==> src/rtl/mc_pkg.sv <==
// ---------------------------------------------------------------------------
// mc_pkg
//   Definitions shared by the multi-cycle sequencer and the datapath:
//   - opcode values (IR[31:26]) of the supported instructions
//   - instruction class encoding produced by mc_opclass_dec
//   - sequencer state encoding (also visible on the debug `state` port)
//   - pc_src / alu_src_b / alu_op select encodings
//   - ctrl_t: the control word driven by the sequencer each cycle
// ---------------------------------------------------------------------------
package mc_pkg;

    // Opcodes recognised by the sequencer.
    localparam logic [5:0] OP_RTYPE = 6'b000000;
    localparam logic [5:0] OP_ADDI  = 6'b001000;
    localparam logic [5:0] OP_LW    = 6'b100011;
    localparam logic [5:0] OP_SW    = 6'b101011;
    localparam logic [5:0] OP_BEQ   = 6'b000100;
    localparam logic [5:0] OP_J     = 6'b000010;

    // Instruction class. Reset value of the latched class is CLS_RTYPE (all zeros).
    typedef enum logic [2:0] {
        CLS_RTYPE   = 3'd0,
        CLS_ADDI    = 3'd1,
        CLS_LW      = 3'd2,
        CLS_SW      = 3'd3,
        CLS_BEQ     = 3'd4,
        CLS_J       = 3'd5,
        CLS_ILLEGAL = 3'd6
    } op_class_t;

    // Sequencer states; the encodings are architectural (debug port).
    typedef enum logic [2:0] {
        ST_IDLE   = 3'b000,
        ST_FETCH  = 3'b001,
        ST_DECODE = 3'b010,
        ST_EXEC   = 3'b011,
        ST_MEM    = 3'b100,
        ST_WB     = 3'b101,
        ST_HALT   = 3'b110
    } state_t;

    // PC source select.
    localparam logic [1:0] PC_SRC_SEQ    = 2'b00;  // PC + 4
    localparam logic [1:0] PC_SRC_BRANCH = 2'b01;  // branch target
    localparam logic [1:0] PC_SRC_JUMP   = 2'b10;  // jump target

    // ALU B operand select.
    localparam logic [1:0] ALU_B_RT   = 2'b00;     // register rt
    localparam logic [1:0] ALU_B_FOUR = 2'b01;     // constant 4
    localparam logic [1:0] ALU_B_IMM  = 2'b10;     // sign-extended immediate

    // ALU operation select.
    localparam logic [1:0] ALU_OP_ADD   = 2'b00;
    localparam logic [1:0] ALU_OP_SUB   = 2'b01;
    localparam logic [1:0] ALU_OP_FUNCT = 2'b10;   // decoded from funct field

    // One cycle's worth of datapath control.
    typedef struct packed {
        logic       mem_req;
        logic       mem_we;
        logic       iord;
        logic       ir_we;
        logic       mdr_we;
        logic       pc_we;
        logic       reg_we;
        logic       reg_dst;
        logic       mem_to_reg;
        logic       instr_done;
        logic [1:0] pc_src;
        logic [1:0] alu_src_b;
        logic [1:0] alu_op;
    } ctrl_t;

    // Classes that visit the MEM state.
    function automatic logic is_mem_class(input op_class_t cls);
        return (cls == CLS_LW) || (cls == CLS_SW);
    endfunction

endpackage

==> src/rtl/mc_opclass_dec.sv <==
// ---------------------------------------------------------------------------
// mc_opclass_dec
//   Purely combinational opcode-to-class decoder.
//   Ports:
//     op_code   in  6  IR[31:26]
//     op_class  out 3  instruction class (op_class_t); unknown -> CLS_ILLEGAL
// ---------------------------------------------------------------------------
module mc_opclass_dec
    import mc_pkg::*;
(
    input  logic [5:0] op_code,
    output op_class_t  op_class
);

    always_comb begin
        case (op_code)
            OP_RTYPE: op_class = CLS_RTYPE;
            OP_ADDI:  op_class = CLS_ADDI;
            OP_LW:    op_class = CLS_LW;
            OP_SW:    op_class = CLS_SW;
            OP_BEQ:   op_class = CLS_BEQ;
            OP_J:     op_class = CLS_J;
            default:  op_class = CLS_ILLEGAL;
        endcase
    end

endmodule

==> src/rtl/mc_sequencer.sv <==
// ---------------------------------------------------------------------------
// mc_sequencer
//   Multi-cycle control sequencer. Walks the shared datapath through
//   FETCH, DECODE, EXEC, MEM and WB, one state per cycle, and sequences the
//   single shared memory port.
//
//   Memory handshake: while mem_req is high, mem_req/mem_we/iord are held
//   stable; the request completes in the cycle mem_ack is sampled high.
//   A request that has stayed unacknowledged for MAX_WAIT cycles and is still
//   unacknowledged on the next cycle ends in HALT with bus_err set; an ack in
//   that last cycle still completes normally.
//
//   Parameters:
//     MAX_WAIT  unacknowledged cycles tolerated before a bus error (15)
//     CNT_W     performance counter width (only with MC_SEQ_PERF_CNT_EN)
//
//   Ports:
//     clk, rst            clock (rising edge), async active-low reset
//     run                 permits starting a new instruction
//     opCode              IR[31:26], valid from DECODE onward
//     zero                ALU zero flag, used by BEQ in EXEC
//     mem_ack             memory completes the current request this cycle
//     mem_req, mem_we     memory request / write
//     iord                address select: 0 = PC, 1 = ALUOut
//     ir_we, mdr_we       IR / MDR write enables
//     pc_we, reg_we       PC / register file write enables
//     pc_src, alu_src_b,
//     alu_op              datapath selects (encodings in mc_pkg)
//     reg_dst, mem_to_reg write-back selects
//     instr_done          one-cycle pulse when an instruction retires
//     halted, bus_err     sticky status flags, cleared only by reset
//     state               current state encoding (debug)
//     retired_cnt,
//     stall_cnt           performance counters, present only when the macro
//                         MC_SEQ_PERF_CNT_EN is defined
// ---------------------------------------------------------------------------
module mc_sequencer
    import mc_pkg::*;
#(
    parameter int MAX_WAIT = 15
`ifdef MC_SEQ_PERF_CNT_EN
    ,
    parameter int CNT_W    = 32
`endif
) (
    input  logic             clk,
    input  logic             rst,
    input  logic             run,
    input  logic [5:0]       opCode,
    input  logic             zero,
    input  logic             mem_ack,
    output logic             mem_req,
    output logic             mem_we,
    output logic             iord,
    output logic             ir_we,
    output logic             mdr_we,
    output logic             pc_we,
    output logic             reg_we,
    output logic [1:0]       pc_src,
    output logic [1:0]       alu_src_b,
    output logic [1:0]       alu_op,
    output logic             reg_dst,
    output logic             mem_to_reg,
    output logic             instr_done,
    output logic             halted,
    output logic             bus_err,
    output logic [2:0]       state
`ifdef MC_SEQ_PERF_CNT_EN
    ,
    output logic [CNT_W-1:0] retired_cnt,
    output logic [CNT_W-1:0] stall_cnt
`endif
);

    localparam int                WAIT_W     = $clog2(MAX_WAIT + 1);
    localparam logic [WAIT_W-1:0] WAIT_LIMIT = WAIT_W'(MAX_WAIT);

    state_t            state_q;
    state_t            state_d;
    op_class_t         dec_cls;
    op_class_t         cls_q;
    op_class_t         cur_cls;
    logic [WAIT_W-1:0] wait_cnt;
    logic              halted_q;
    logic              bus_err_q;
    logic              in_access;
    logic              stall;
    logic              timeout;
    logic              retire;
    ctrl_t             ctrl;

    mc_opclass_dec u_opclass_dec (
        .op_code  (opCode),
        .op_class (dec_cls)
    );

    // In DECODE the class is not latched yet, so that cycle uses the live
    // decode; every later state uses the latched copy.
    assign cur_cls = (state_q == ST_DECODE) ? dec_cls : cls_q;

    assign in_access = (state_q == ST_FETCH) || (state_q == ST_MEM);
    assign stall     = in_access && !mem_ack;
    assign timeout   = stall && (wait_cnt == WAIT_LIMIT);

    // -----------------------------------------------------------------------
    // Next state and control decode. Everything is a function of the
    // registered state and class, except the ack-qualified enables, BEQ's
    // pc_we (zero) and the SW retire pulse in MEM.
    // -----------------------------------------------------------------------
    always_comb begin
        ctrl    = '0;
        state_d = state_q;
        retire  = 1'b0;

        case (state_q)
            ST_IDLE: begin
                if (run) state_d = ST_FETCH;
            end

            ST_FETCH: begin
                ctrl.mem_req   = 1'b1;
                ctrl.iord      = 1'b0;
                ctrl.pc_src    = PC_SRC_SEQ;
                ctrl.alu_src_b = ALU_B_FOUR;
                if (mem_ack) begin
                    ctrl.ir_we = 1'b1;
                    ctrl.pc_we = 1'b1;
                    state_d    = ST_DECODE;
                end else if (timeout) begin
                    state_d = ST_HALT;
                end
            end

            ST_DECODE: begin
                case (cur_cls)
                    CLS_J: begin
                        ctrl.pc_we  = 1'b1;
                        ctrl.pc_src = PC_SRC_JUMP;
                        retire      = 1'b1;
                    end
                    CLS_ILLEGAL: state_d = ST_HALT;
                    default:     state_d = ST_EXEC;
                endcase
            end

            ST_EXEC: begin
                case (cur_cls)
                    CLS_RTYPE: begin
                        ctrl.alu_op = ALU_OP_FUNCT;
                        state_d     = ST_WB;
                    end
                    CLS_ADDI, CLS_LW, CLS_SW: begin
                        ctrl.alu_src_b = ALU_B_IMM;
                        ctrl.alu_op    = ALU_OP_ADD;
                        state_d        = is_mem_class(cur_cls) ? ST_MEM : ST_WB;
                    end
                    CLS_BEQ: begin
                        ctrl.alu_op = ALU_OP_SUB;
                        ctrl.pc_src = PC_SRC_BRANCH;
                        ctrl.pc_we  = zero;
                        retire      = 1'b1;
                    end
                    // J and ILLEGAL never reach EXEC; treat as a fault.
                    default: state_d = ST_HALT;
                endcase
            end

            ST_MEM: begin
                ctrl.mem_req = 1'b1;
                ctrl.iord    = 1'b1;
                ctrl.mem_we  = (cur_cls == CLS_SW);
                if (mem_ack) begin
                    if (cur_cls == CLS_LW) begin
                        ctrl.mdr_we = 1'b1;
                        state_d     = ST_WB;
                    end else begin
                        retire = 1'b1;
                    end
                end else if (timeout) begin
                    state_d = ST_HALT;
                end
            end

            ST_WB: begin
                ctrl.reg_we     = 1'b1;
                ctrl.reg_dst    = (cur_cls == CLS_RTYPE);
                ctrl.mem_to_reg = (cur_cls == CLS_LW);
                retire          = 1'b1;
            end

            ST_HALT: begin
                state_d = ST_HALT;
            end

            default: begin
                state_d = ST_HALT;
            end
        endcase

        // Retire overrides the per-state next state: the next instruction
        // starts straight away only while run is held.
        if (retire) begin
            ctrl.instr_done = 1'b1;
            state_d         = run ? ST_FETCH : ST_IDLE;
        end
    end

    // -----------------------------------------------------------------------
    // State, latched class, wait counter and sticky flags.
    // -----------------------------------------------------------------------
    always_ff @(posedge clk or negedge rst) begin
        if (!rst) begin
            state_q   <= ST_IDLE;
            cls_q     <= CLS_RTYPE;
            wait_cnt  <= '0;
            halted_q  <= 1'b0;
            bus_err_q <= 1'b0;
        end else begin
            state_q <= state_d;

            if (state_q == ST_DECODE) cls_q <= dec_cls;

            // Any cycle without an outstanding stall (ack, or not in an
            // access state) clears the count, which also covers entry into
            // FETCH and MEM.
            if (stall && !timeout) wait_cnt <= wait_cnt + 1'b1;
            else                   wait_cnt <= '0;

            if (state_d == ST_HALT) halted_q  <= 1'b1;
            if (timeout)            bus_err_q <= 1'b1;
        end
    end

`ifdef MC_SEQ_PERF_CNT_EN
    // Free-running, wrapping performance counters.
    always_ff @(posedge clk or negedge rst) begin
        if (!rst) begin
            retired_cnt <= '0;
            stall_cnt   <= '0;
        end else begin
            if (ctrl.instr_done) retired_cnt <= retired_cnt + 1'b1;
            if (stall)           stall_cnt   <= stall_cnt + 1'b1;
        end
    end
`endif

    assign mem_req    = ctrl.mem_req;
    assign mem_we     = ctrl.mem_we;
    assign iord       = ctrl.iord;
    assign ir_we      = ctrl.ir_we;
    assign mdr_we     = ctrl.mdr_we;
    assign pc_we      = ctrl.pc_we;
    assign reg_we     = ctrl.reg_we;
    assign pc_src     = ctrl.pc_src;
    assign alu_src_b  = ctrl.alu_src_b;
    assign alu_op     = ctrl.alu_op;
    assign reg_dst    = ctrl.reg_dst;
    assign mem_to_reg = ctrl.mem_to_reg;
    assign instr_done = ctrl.instr_done;
    assign halted     = halted_q;
    assign bus_err    = bus_err_q;
    assign state      = state_q;

endmodule

==> config.mk <==
export PLATFORM = sky130hd
export DESIGN_NAME = mc_sequencer
export DESIGN_NICKNAME = d
export VERILOG_FILES = /design/src/rtl/mc_pkg.sv /design/src/rtl/mc_opclass_dec.sv /design/src/rtl/mc_sequencer.sv
export SDC_FILE = /design/constraint.sdc
export NUM_CORES = 1
export LEC_CHECK = 0
export ABC_AREA = 1
export CAP_MARGIN = 5
export CELL_PAD_IN_SITES_DETAIL_PLACEMENT = 2
export CELL_PAD_IN_SITES_GLOBAL_PLACEMENT = 2
export CORE_MARGIN = 2
export CORE_UTILIZATION = 25
export DETAILED_ROUTE_END_ITERATION = 12
export GPL_ROUTABILITY_DRIVEN = 0
export PLACE_DENSITY = 0.93
export SLEW_MARGIN = 20
export SYNTH_ARGS = -nofsm -noshare
export SYNTH_HDL_FRONTEND = slang
export SYNTH_SLANG_ARGS = --single-unit
==> constraint.sdc <==
create_clock -name clk -period 5.1 [get_ports clk]
set_input_delay 1.02 -clock clk [delete_from_list [all_inputs] [get_ports clk]]
set_output_delay 1.02 -clock clk [all_outputs]
set_load 0.05 [all_outputs]
==> flow_summary.json <==
{
  "synth_warnings": 0,
  "hold_path_class": "reg -> reg",
  "cpPeakStageDelay_ns": 0.80,
  "synth_area_leader_cell": "dfrtp_1",
  "synth_xor_xnor_area_share": 0.0183,
  "cp_common_cell": "nand2_1",
  "wirelength_um": 3400,
  "core_sq_um": 3660,
  "clock_path_buffers": 2,
  "ys_seq_area_frac": 0.314,
  "die_w_um": 65.9,
  "grt_use_total": 0.174,
  "slew_headroom": 0.605,
  "first_pass_iters": 4,
  "detail_route.iter0.violations": 23,
  "critical_path_class": "in -> out",
  "start_kind": "input pin",
  "rsz0062_at_grt": "false",
  "routed_via_density": 4.67,
  "seq_area_sq_um": 300,
  "fin_skew_ns": 0.00401,
  "start_util": 0.261,
  "wl_per_cell_um": 15.3,
  "hold_viol_final": 0,
  "post-route-min-period_ns": 4.55,
  "path_max_fanout": 5,
  "io_buffers": 31,
  "avgSynthCellArea_sq_um": 6.89,
  "antenna_found_initial": 0,
  "instances_no_fill": 222,
  "drive_gt1_frac": 0.172,
  "max_freq_mhz": 220,
  "yosys.area_share.simple": 0.446,
  "ys_top_cells_by_area": "dfrtp_1, nand2_1, inv_1",
  "numClockSinks": 12,
  "clkTransAtPathRegs_ns": 0.06,
  "crit_arrival_ns": 3.53,
  "synth_top_flop_cell": "dfrtp_1",
  "synth_seq_cells": 12,
  "io_pins": 32,
  "finalPower_uw": 865,
  "nets": 187,
  "leakage_nw": 0.721,
  "cp-end-kind": "primary output",
  "clk_latency_ns": 0.24,
  "multiInputGateArea_sq_um": 536,
  "cts.htree.levels": 1,
  "yosysTopAreaCellShare": 0.314,
  "cts_buffers": 3,
  "synth_common_cells": "nand2_1, inv_1, nor2_1",
  "cts_tree": "built",
  "synth_top_family_by_area": "simple AND/OR/NAND/NOR gates",
  "worstPathRequired_ns": 4.08,
  "outcome": "completed",
  "synth_compound_area_frac": 0.0824,
  "critPathSlowestCell": "clkdlybuf4s50_1",
  "drv.max_cap_violation_count": 0,
  "synth_fp_nets": 151,
  "synth_most_common_cell": "nand2_1",
  "cp_cell_sequence": "clkdlybuf4s50_1 -> inv_1 -> nor2_1 -> nand2_1 -> nand2_1 -> nand2_4 -> nand2_1 -> nand2_1 -> nand2_2 -> nand4_1 -> inv_1 -> a211o_1 -> clkdlybuf4s50_1",
  "grt_overflow": 0,
  "synth.mux.area_fraction": 0,
  "dp_cells": 218,
  "grt_pass1_wl_um": 5780,
  "synthAdderAreaFrac": 0.0131,
  "hold_buffers": 0,
  "cts-root-buf": "clkbuf_8",
  "post_cts_buffers": 0,
  "cts-resized-gates": 0,
  "place_area_sq_um": 1330,
  "slew_viol_final": 0,
  "power.density_nw_per_um2": 626,
  "nFillCells": 447,
  "finalSetupViolCount": 0,
  "syn_area_sq_um": 957,
  "post-dp-hpwl_um": 2930,
  "grt_max_degree": 13,
  "die_y_um": 65.9,
  "setup_tns_ns": 0,
  "diodes": 0,
  "async_flop_share": 1.00,
  "synth-edff-count": 0,
  "detail-route-antenna-nets": 0,
  "die_area_sq_um": 4340,
  "fin_crit_sh": 0.893,
  "max_slew.worst_pin.slew_ns": 0.591,
  "fin_area_sq_um": 1380,
  "peakVddDrop_mv": 0.251,
  "synth.distinct_cells": 32,
  "num_vias": 1037,
  "grt_pass1_vias": 1187,
  "area_growth_pct": 44.4,
  "rows": 22,
  "syn_inst": 139,
  "drc": 0
}
per-layer routing:
layer	global-route usage	share of wire
met5	0	0
met4	0.0469	0.0071
met3	0.00852	0.015
met2	0.316	0.52
met1	0.222	0.46
per-stage QoR:
stage,util,worst slack [ns],hold slack (ns)
2_1_floorplan,-,1.00,0.433
3_3_place_gp,0.363,0.714,0.452
3_5_place_dp,0.363,0.522,0.462
4_1_cts,0.378,0.512,0.470
5_1_grt,0.378,0.325,0.505
6_report,0.378,0.547,0.468
power breakdown:
group / internal, mW / leakage [nW] / total (mW) / switching (mW)
Clock: 0.0683 / 0.0288 / 0.107 / 0.0388
Combinational: 0.186 / 0.545 / 0.604 / 0.418
Sequential: 0.124 / 0.148 / 0.154 / 0.0308
flip-flops by register name (all words and copies together) (netlist names):
register / cells
wait_cnt: 4
cls_q: 3
state: 3
bus_err: 1
halted: 1
kinds of logic (layout without fill, tap and decap cells):
kind of cell | count (synthesis) | in the layout
flops | 12 | 12
compound gates | 10 | 10
fa+ha+maj | 1 | 1
buf+inv | 31 | 66
simple gates | 83 | 83
xor+xnor | 2 | 2
final timing paths:
kind                           start           to  slack, ns  depth (start not counted)
setup / recovery           opCode[5]        pc_we       0.55                         13
hold / removal               bus_err      bus_err       0.47                          1
setup reg to reg            state[2]     state[0]       3.26                         12
hold reg to reg              bus_err      bus_err       0.47                          1
max in group asynchronous        rst     cls_q[2]       3.56                          1
min in group asynchronous        rst  wait_cnt[1]       1.15                          1
layout by cell type (no fill, tap or decap), drive strengths merged:
cell type | netlist | layout
dfrtp | 12 | 12
a31oi | 2 | 2
xnor2 | 1 | 1
nor4 | 1 | 1
nand3 | 14 | 14
nor2 | 23 | 23
inv | 29 | 29
a211o | 1 | 1
or2 | 2 | 2
nand3b | 1 | 1
o21ai | 4 | 4
nand4 | 2 | 2
nor3 | 2 | 2
clkbuf | 0 | 4
clkdlybuf4s50 | 0 | 31
and2 | 1 | 1
a32oi | 1 | 1
clkinv | 2 | 2
a21oi | 2 | 2
nand2 | 37 | 37
xor2 | 1 | 1
ha | 1 | 1
cell type report:
| cell class | count | area share |
|---|---|---|
| multi-input cells | 96 | 0.387 |
| repair buffers | 31 | 0.224 |
| flip-flops and latches | 12 | 0.217 |
| inverters | 31 | 0.0878 |
| well taps | 48 | 0.0434 |
| clock buffers | 4 | 0.0398 |
critical path, delay by kind of cell:
kind	cells	cell delay [ns]
and+or+nand+nor	8	0.87
AOI/OAI and AO/OA	1	0.14
buffers and inverters	4	1.49
(Power assumes the default switching activity.)
